File: src/rtl/serial_pattern_detector.sv
// rtl/serial_pattern_detector.sv - parametrised serial bit-pattern detector
// Window/fill tracking with overlap control, saturating match counter and sticky flag.
module serial_pattern_detector #(
   parameter int               PAT_W   = 5,
   parameter logic [PAT_W-1:0] PATTERN = 5'b11111,
   parameter int               CNT_W   = 8
) (
   input  logic             clk,
   input  logic             rst,
   input  logic             data_valid,
   input  logic             data,
   input  logic             overlap,
   input  logic             clear,
   output logic             detect,
   output logic             detect_sticky,
   output logic [CNT_W-1:0] match_count
);

   localparam int FW = $clog2(PAT_W + 1);
   localparam logic [FW-1:0] FULL = FW'(PAT_W);

   localparam logic [0:0] ST_FILL  = 1'b0;
   localparam logic [0:0] ST_ARMED = 1'b1;

   logic [PAT_W-1:0] win;
   logic [FW-1:0]    fill;
   logic [0:0]       state;

   logic [PAT_W-1:0] next_win;
   logic [FW-1:0]    next_fill;
   logic             match;

   // next_* include the bit being presented this cycle
   always_comb begin
      next_win  = {win[PAT_W-2:0], data};
      next_fill = (fill == FULL) ? fill : fill + 1'b1;
      match     = data_valid && (next_win == PATTERN) && (next_fill == FULL);
   end

   always_ff @(posedge clk) begin
      if (!rst) begin
         win           <= '0;
         fill          <= '0;
         state         <= ST_FILL;
         detect        <= 1'b0;
         detect_sticky <= 1'b0;
         match_count   <= '0;
      end else if (clear) begin
         win           <= '0;
         fill          <= '0;
         state         <= ST_FILL;
         detect        <= 1'b0;
         detect_sticky <= 1'b0;
         match_count   <= '0;
      end else begin
         detect <= match;
         if (data_valid) begin
            if (match && !overlap) begin
               win   <= '0;
               fill  <= '0;
               state <= ST_FILL;
            end else begin
               win   <= next_win;
               fill  <= next_fill;
               state <= (next_fill == FULL) ? ST_ARMED : ST_FILL;
            end
         end
         if (match) begin
            detect_sticky <= 1'b1;
            if (match_count != {CNT_W{1'b1}})
               match_count <= match_count + 1'b1;
         end
      end
   end

endmodule

File: config.mk
export PLATFORM = sky130hd
export DESIGN_NAME = serial_pattern_detector
export DESIGN_NICKNAME = d
export VERILOG_FILES = /design/src/rtl/serial_pattern_detector.sv
export SDC_FILE = /design/constraint.sdc
export NUM_CORES = 1
export LEC_CHECK = 0
export CELL_PAD_IN_SITES_DETAIL_PLACEMENT = 1
export CELL_PAD_IN_SITES_GLOBAL_PLACEMENT = 1
export CORE_MARGIN = 1.5
export CORE_UTILIZATION = 40
export DETAILED_ROUTE_END_ITERATION = 8
export PLACE_DENSITY = 0.82
export RECOVER_POWER = 25
export SETUP_SLACK_MARGIN = 0.1
export SYNTH_ARGS = -nofsm -noshare
export SYNTH_HDL_FRONTEND = slang
export SYNTH_SLANG_ARGS = --single-unit
File: constraint.sdc
create_clock -name clk -period 4.14 [get_ports clk]
set_input_delay 1.242 -clock clk [delete_from_list [all_inputs] [get_ports clk]]
set_output_delay 1.242 -clock clk [all_outputs]
set_load 0.005 [all_outputs]
==> flow_summary.yaml, run 1 <==
sta:
  timing.hold.ws_ns: 0.455
  fin_ws_ns: 1.28
  finalSetupTns_ns: 0
  maxSlewViolCount: 0
  finalSetupViolations: 0
  max_clock_freq_ghz: 0.350
  relSlewSlack_pct: 56.3
  period_needed_ns: 2.86
  rsz0062_at_grt: "false"
  period_share_pct: 69.1
  skew_ns: 0.0141
  worst_pin_slew_ns: 0.655
  hold_viol: 0
place:
  globalplace.congestion: 0.709
  portBuffers: 15
  hpwl_um: 1220
  pre_cts_ws_ns: 1.14
clocking:
  clock-root-buffer: "clkbuf_4"
  ctsLongestPathBuffers: 2
  post_cts_resized: 0
  postCtsSetupRepairBufs: 0
  cts.sinks: 17
  clk_pin_slew_ns: 0.10
  clk_latency_ns: 0.29
  ctsHtreeMaxLevel: 1
  postCtsHoldBufs: 0
  cts-buffers-inserted: 3
  cts_tree: "done"
die:
  core_area_mm2: 0.00192
  pin_count: 16
  die_w_um: 47.9
  start_util_pct: 42.0
  rows: 16
  die_y_um: 47.9
  die_area_mm2: 0.00230
grt:
  first_global_vias: 568
  grt_max_degree: 10
  grt_pass1_wl_um: 2360
  grt.total_usage_pct: 14.4
  antenna_found_initial: 0
  grt_overflow: 0
pwr:
  powerDensity_mw_per_mm2: 272
  ir_worst_vdd_mv: 0.137
  power_mw: 0.269
  p_leak_nw: 0.428
drt:
  via_per_inst: 5.01
  route.top_layer_used: "met4"
  wire_per_inst_um: 12.3
  vias: 636
  first_pass_iters: 2
  drc: 0
  wl_met2_um: 685
  wl_met3_um: 55
  routed_wl_um: 1560
  ant_nets: 0
  m1WireLength_um: 801
  drt_iter0_drc: 8
yosys:
  synth.distinct_cells: 30
  synth_ff_type: "dfxtp_1"
  avgSynthCellArea_um2: 9.72
  synthArstFlopShare_pct: 0
  yosys_register_bits: 17
  synth_edf_count: 0
  syn_inst: 83
  synth_area_um2: 807
  synth_fp_nets: 92
  yosysSeqAreaShare_pct: 42.2
  yosysWarnings: 0
hold_path:
  hold_class: "register to register"
critical_path:
  critPathLaunchType: "input port"
  rrSetupSlack_ns: 2.48
  crit_chain: "dlygate4sd3_1 > nand4_1 > a211oi_4 > nand4_1 > mux2i_1"
  setup.worst_path.start: "data_valid"
  crit_required_ns: 4.31
  rr_endpoint: "match_count[7]"
  cpMostUsedCell: "nand4_1"
  setup.worst_path.end: "match_count[7]"
  critPathKind: "input port to register"
  path_max_fanout: 9
  timing.rr.start: "match_count[0]"
  reg2regPathDepth: 5
  slowest_delay_ns: 0.74
  cpMaxStageDelayCell: "dlygate4sd3_1"
  crit_arrival_ns: 3.03
  crit_path_end_kind: "register"
run_status:
  status: "finished, final reports clean"
cells_and_area:
  fin_nets: 110
  drive_above_1_share_pct: 7.00
  antenna_cells: 0
  final_common_cell: "dfxtp_1"
  mostFrequentLayoutCells: "dfxtp_1, nor2_1, clkdlybuf4s50_1"
  fin_util_pct: 51.4
  syn_to_final_growth_pct: 22.3
job:
  cap_violations: 0
-- critical path, delay by kind of cell --
kind | cells | cell delay (ns)
and+or+nand+nor | 2 | 0.44
AOI/OAI and AO/OA | 1 | 0.46
muxes | 1 | 0.14
buffers and inverters | 1 | 0.74
-- cell type report --
cell class / count / area, um^2
fill: 239 / 935
inverter: 3 / 11.3
sequential: 17 / 340
timing repair buffer: 15 / 150
clock buffer: 4 / 26.3
tap: 27 / 33.8
multi-input combinational: 61 / 425
-- stage by stage --
stage	cell area (um^2)	std cells
2_1_floorplan	807	83
3_3_place_gp	976	123
3_5_place_dp	976	123
4_1_cts	1000	127
5_1_grt	987	127
6_report	987	127
-- state kept, by name (all words and copies together) (netlist names) --
signal / cells
match_count: 8
detect_sticky: 1
fill: 3
detect: 1
win: 4
-- cells in the mapped netlist, types with 2 or more instances --
master,number,area [um^2]
a21oi_1,5,25.0
a31o_1,2,17.5
and3_1,3,18.8
dfxtp_1,17,340
ha_1,3,37.5
inv_1,3,11.3
mux2i_1,6,60.1
nand2_1,6,22.5
nand2b_1,3,18.8
nand3_1,2,10.0
nand4_1,2,12.5
nor2_1,10,37.5
nor3_1,2,10.0
o211a_1,2,20.0
xnor2_1,2,17.5
-- cell families (layout without fill, tap and decap cells) --
family	Yosys count	count (layout)	synth area share [%]
compound gates	14	14	14.1
xor+xnor	2	2	2.17
fa+ha+maj	3	3	4.65
buf+inv	5	22	3.26
flops	17	17	42.2
mux	6	6	7.44
simple gates	36	36	26.2
-- power breakdown --
part           switching, mW  internal [mW]  total, mW
Sequential           0.00130          0.165      0.166
Clock                 0.0487         0.0374     0.0861
Combinational        0.00807        0.00830     0.0164
-- layer usage --
metal | vias to the layer above | GRT usage (%)
met5 | - | 0
met4 | 0 | 4.86
met3 | 2 | 2.26
met2 | 11 | 23.5
met1 | 293 | 19.1
li1 | 330 | -
-- worst min-delay path by stage --
stage | depth (start not counted) | slack (ns) | to | startpoint
detailed placement | 2 | 0.45 | detect_sticky | detect_sticky
floorplan | 2 | 0.44 | detect_sticky | detect_sticky
finish | 2 | 0.46 | detect_sticky | detect_sticky
CTS | 2 | 0.47 | detect_sticky | detect_sticky
global placement | 2 | 0.44 | detect_sticky | detect_sticky
global route | 2 | 0.50 | detect_sticky | detect_sticky
No activity file was read; power rests on OpenSTA's default activity.
==> run 2: changes to the inputs <==
--- a/config.mk
+++ b/config.mk
@@ -8,9 +8,9 @@
 export CELL_PAD_IN_SITES_DETAIL_PLACEMENT = 1
 export CELL_PAD_IN_SITES_GLOBAL_PLACEMENT = 1
 export CORE_MARGIN = 1.5
-export CORE_UTILIZATION = 40
+export CORE_UTILIZATION = 33
 export DETAILED_ROUTE_END_ITERATION = 8
-export PLACE_DENSITY = 0.82
+export PLACE_DENSITY = 0.72
 export RECOVER_POWER = 25
 export SETUP_SLACK_MARGIN = 0.1
 export SYNTH_ARGS = -nofsm -noshare
==> constraint.sdc (replaced) <==
create_clock -name clk -period 2.32 [get_ports clk]
set_input_delay 0.696 -clock clk [delete_from_list [all_inputs] [get_ports clk]]
set_output_delay 0.696 -clock clk [all_outputs]
set_load 0.005 [all_outputs]
==> run 2 against run 1 <==
Via count increased by 3.5%; cell area is 3.3% higher; final cell count increased by 2.4%; core utilization down 6.1 points; sequential power up 78%; register-to-register slack got worse by 1.8 ns; first-iteration DRC count did not move; sequential cell count did not move; global-route usage up 0.49 points; clock-buffer cell count down 1; combinational power increased by 110%; sequential share of layout area down 1.1 points.
==> flow_summary.yaml, run 2 (synthesized netlist as in run 1, its figures left out) <==
drt:
  vias: 658
  routed_wl_um: 1730
  ant_nets: 0
  drc: 0
  via_per_inst: 5.06
  drt_iter0_drc: 8
  first_pass_iters: 3
  wire_per_inst_um: 13.3
grt:
  grt_overflow: 0
  grt_pass1_wl_um: 3020
  first_global_vias: 707
  antenna_found_initial: 0
  grt.total_usage_pct: 14.8
  grt_max_degree: 11
cells_and_area:
  drive_above_1_share_pct: 10.8
  mostFrequentLayoutCells: "dfxtp_1, clkdlybuf4s50_1, nor2_1"
  fin_nets: 112
  syn_to_final_growth_pct: 26.4
  antenna_cells: 0
  final_common_cell: "dfxtp_1"
  top_register: "match_count"
  top_regs: "match_count: 8 flops, win: 4 flops, fill: 3 flops"
  largest_reg_flops: 8
  fillerInstances: 279
critical_path:
  crit_arrival_ns: 2.22
  critPathKind: "input port to register"
  crit_path_end_kind: "register"
  crit_required_ns: 2.51
  critPathLaunchType: "input port"
  path_max_fanout: 8
run_status:
  status: "finished, final reports clean"
die:
  core_area_mm2: 0.00225
  die_y_um: 52.5
  rows: 17
  die_w_um: 52.5
  die_area_mm2: 0.00275
  pin_count: 16
  start_util_pct: 35.8
sta:
  hold_viol: 0
  fin_ws_ns: 0.283
  period_share_pct: 87.8
  relSlewSlack_pct: 70.1
  skew_ns: 0.00264
  period_needed_ns: 2.04
  timing.hold.ws_ns: 0.471
  finalSetupViolations: 0
  max_clock_freq_ghz: 0.491
  finalSetupTns_ns: 0
  maxSlewViolCount: 0
  worst_pin_slew_ns: 0.445
  rsz0062_at_grt: "false"
clocking:
  cts-buffers-inserted: 3
  clk_latency_ns: 0.29
  clock-root-buffer: "clkbuf_4"
  postCtsHoldBufs: 0
  ctsLongestPathBuffers: 2
  cts.sinks: 17
  ctsHtreeMaxLevel: 1
  clk_pin_slew_ns: 0.10
  cts_tree: "done"
  postCtsSetupRepairBufs: 0
  post_cts_resized: 0
place:
  globalplace.congestion: 0.727
  pre_cts_ws_ns: 0.0396
  portBuffers: 15
  hpwl_um: 1320
pwr:
  p_leak_nw: 0.442
  powerDensity_mw_per_mm2: 480
  ir_worst_vdd_mv: 0.343
  power_mw: 0.489
job:
  cap_violations: 0
hold_path:
  hold_class: "register to register"
run 2: final timing paths:
check	start	endpoint	slack [ns]	cells past startpoint
max reg2reg	match_count[0]	match_count[7]	0.64	5
min	detect_sticky	detect_sticky	0.47	2
max	data	match_count[7]	0.28	5
min reg2reg	detect_sticky	detect_sticky	0.47	2
run 2: critical path, cell delays in order:
cell	delay (ns)
dlygate4sd3_1	0.60
nand4_4	0.15
a211oi_4	0.42
nand4_1	0.20
mux2i_1	0.15
run 2: layout make-up:
| cell class | instances | area (um^2) | share of cell area (%) |
|---|---|---|---|
| clock buffer | 3 | 22.5 | 2.21 |
| clock inverter | 1 | 5.00 | 0.491 |
| timing repair buffer | 17 | 165 | 16.2 |
| multi-input combinational | 61 | 440 | 43.2 |
| tap | 28 | 35.0 | 3.44 |
| inverter | 3 | 11.3 | 1.10 |
| sequential | 17 | 340 | 33.4 |
run 2: metrics by stage:
step | util [%] | cells | cell area, um^2
2_1_floorplan | - | 83 | 807
3_5_place_dp | 44.0 | 126 | 992
5_1_grt | 45.2 | 130 | 1020
4_1_cts | 45.2 | 130 | 1020
6_report | 45.2 | 130 | 1020
3_3_place_gp | 44.0 | 126 | 992
run 2: layer usage:
metal | vias up | global-route usage [%] | part of all wire, %
met5 | - | 0 | 0
met3 | 2 | 5.43 | 4.3
met2 | 12 | 25.4 | 46
li1 | 334 | - | -
met4 | 0 | 2.56 | 0.75
met1 | 310 | 17.8 | 49
run 2: power by group:
| part | internal, mW | leakage (nW) | switching [mW] |
|---|---|---|---|
| logic | 0.0171 | 0.287 | 0.0166 |
| clock network | 0.0641 | 0.0177 | 0.0949 |
| registers | 0.294 | 0.137 | 0.00235 |
| total | 0.375 | 0.442 | 0.114 |
==> run 3: changes to the inputs <==
--- a/config.mk
+++ b/config.mk
@@ -8,9 +8,9 @@
 export CELL_PAD_IN_SITES_DETAIL_PLACEMENT = 1
 export CELL_PAD_IN_SITES_GLOBAL_PLACEMENT = 1
 export CORE_MARGIN = 1.5
-export CORE_UTILIZATION = 33
+export CORE_UTILIZATION = 32
 export DETAILED_ROUTE_END_ITERATION = 8
-export PLACE_DENSITY = 0.72
+export PLACE_DENSITY = 0.7
 export RECOVER_POWER = 25
 export SETUP_SLACK_MARGIN = 0.1
 export SYNTH_ARGS = -nofsm -noshare
==> run 3 against run 2 <==
Clock-buffer cell count rose by 1; worst hold slack got worse by 0.010 ns; global-route usage rose by 0.070 points; critical path type unchanged; largest cell class unchanged; largest power group unchanged.
==> flow_summary.yaml, run 3 (synthesized netlist as in run 1, its figures left out) <==
drt:
  drt_iter0_drc: 2
  first_pass_iters: 3
  ant_nets: 0
  vias: 664
  wire_per_inst_um: 14.0
  via_per_inst: 5.03
  drc: 0
  routed_wl_um: 1840
critical_path:
  path_max_fanout: 8
  rrSetupSlack_ns: 0.63
  crit_path_end_kind: "register"
  crit_arrival_ns: 2.24
  critPathLaunchType: "input port"
  critPathKind: "input port to register"
  crit_required_ns: 2.50
die:
  die_area_mm2: 0.00283
  pin_count: 16
  core_area_mm2: 0.00243
  die_y_um: 53.2
  die_w_um: 53.2
  start_util_pct: 33.2
  rows: 18
clocking:
  cts_tree: "done"
  postCtsSetupRepairBufs: 0
  post_cts_resized: 0
  ctsLongestPathBuffers: 2
  clock-root-buffer: "clkbuf_4"
  ctsHtreeMaxLevel: 1
  clk_latency_ns: 0.29
  cts.sinks: 17
  cts-buffers-inserted: 3
  clk_pin_slew_ns: 0.10
  postCtsHoldBufs: 0
sta:
  worst_pin_slew_ns: 0.440
  relSlewSlack_pct: 70.6
  skew_ns: 0.00446
  rsz0062_at_grt: "false"
  fin_ws_ns: 0.264
  maxSlewViolCount: 0
  max_clock_freq_ghz: 0.486
  period_needed_ns: 2.06
  finalSetupViolations: 0
  timing.hold.ws_ns: 0.460
  period_share_pct: 88.6
  finalSetupTns_ns: 0
  hold_viol: 0
cells_and_area:
  top_register: "match_count"
  mostFrequentLayoutCells: "dfxtp_1, clkdlybuf4s50_1, nor2_1"
  top_regs: "match_count: 8 flops, win: 4 flops, fill: 3 flops"
  final_common_cell: "dfxtp_1"
  largest_reg_flops: 8
  syn_to_final_growth_pct: 26.5
  fin_nets: 112
  fillerInstances: 296
  drive_above_1_share_pct: 9.80
  antenna_cells: 0
  fin_util_pct: 42.0
pwr:
  powerDensity_mw_per_mm2: 480
  ir_worst_vdd_mv: 0.229
  power_mw: 0.490
  p_leak_nw: 0.439
grt:
  grt_overflow: 0
  grt_pass1_wl_um: 3020
  antenna_found_initial: 0
  first_global_vias: 672
  grt_max_degree: 10
  grt.total_usage_pct: 14.9
hold_path:
  hold_class: "register to register"
place:
  globalplace.congestion: 0.716
  pre_cts_ws_ns: 0.0286
  portBuffers: 15
  hpwl_um: 1410
job:
  cap_violations: 0
run_status:
  status: "finished, final reports clean"
[run 3: per-stage QoR]
step | area, um^2 | std cells
global placement | 995 | 128
global route | 1020 | 132
detailed placement | 995 | 128
CTS | 1020 | 132
floorplan | 807 | 83
finish | 1020 | 132
[run 3: area by class of cell]
type                       instances  area (um^2)  share of cell area [%]
multi-input combinational         61          440                    43.1
sequential                        17          340                    33.3
timing repair buffer              17          165                    16.2
tap                               30         37.5                    3.68
clock buffer                       4         26.3                    2.57
inverter                           3         11.3                    1.10
[run 3: final timing paths]
kind                                startpoint              to  cells past startpoint
worst max-delay path                      data  match_count[7]                      5
worst min-delay path             detect_sticky   detect_sticky                      2
worst max register to register  match_count[0]  match_count[7]                      5
worst min register to register   detect_sticky   detect_sticky                      2
[run 3: power by group]
group          switching (mW)  total (mW)  internal (mW)  leakage (nW)
sequential            0.00235       0.296          0.294         0.137
combinational          0.0166      0.0337         0.0171         0.287
clock                  0.0933       0.160         0.0668        0.0150
total                   0.112       0.490          0.378         0.439
[run 3: per-layer routing]
metal / vias to the layer above / GRT usage, % / share of wire [%]
met5: - / 0 / 0
li1: 334 / - / -
met3: 2 / 5.08 / 3.9
met1: 314 / 17.4 / 46
met2: 14 / 26.3 / 49
met4: 0 / 2.56 / 0.76
[run 3: critical path: stages]
cell	delay (ns)
dlygate4sd3_1	0.60
nand4_4	0.15
a211oi_4	0.45
nand4_1	0.18
mux2i_1	0.15
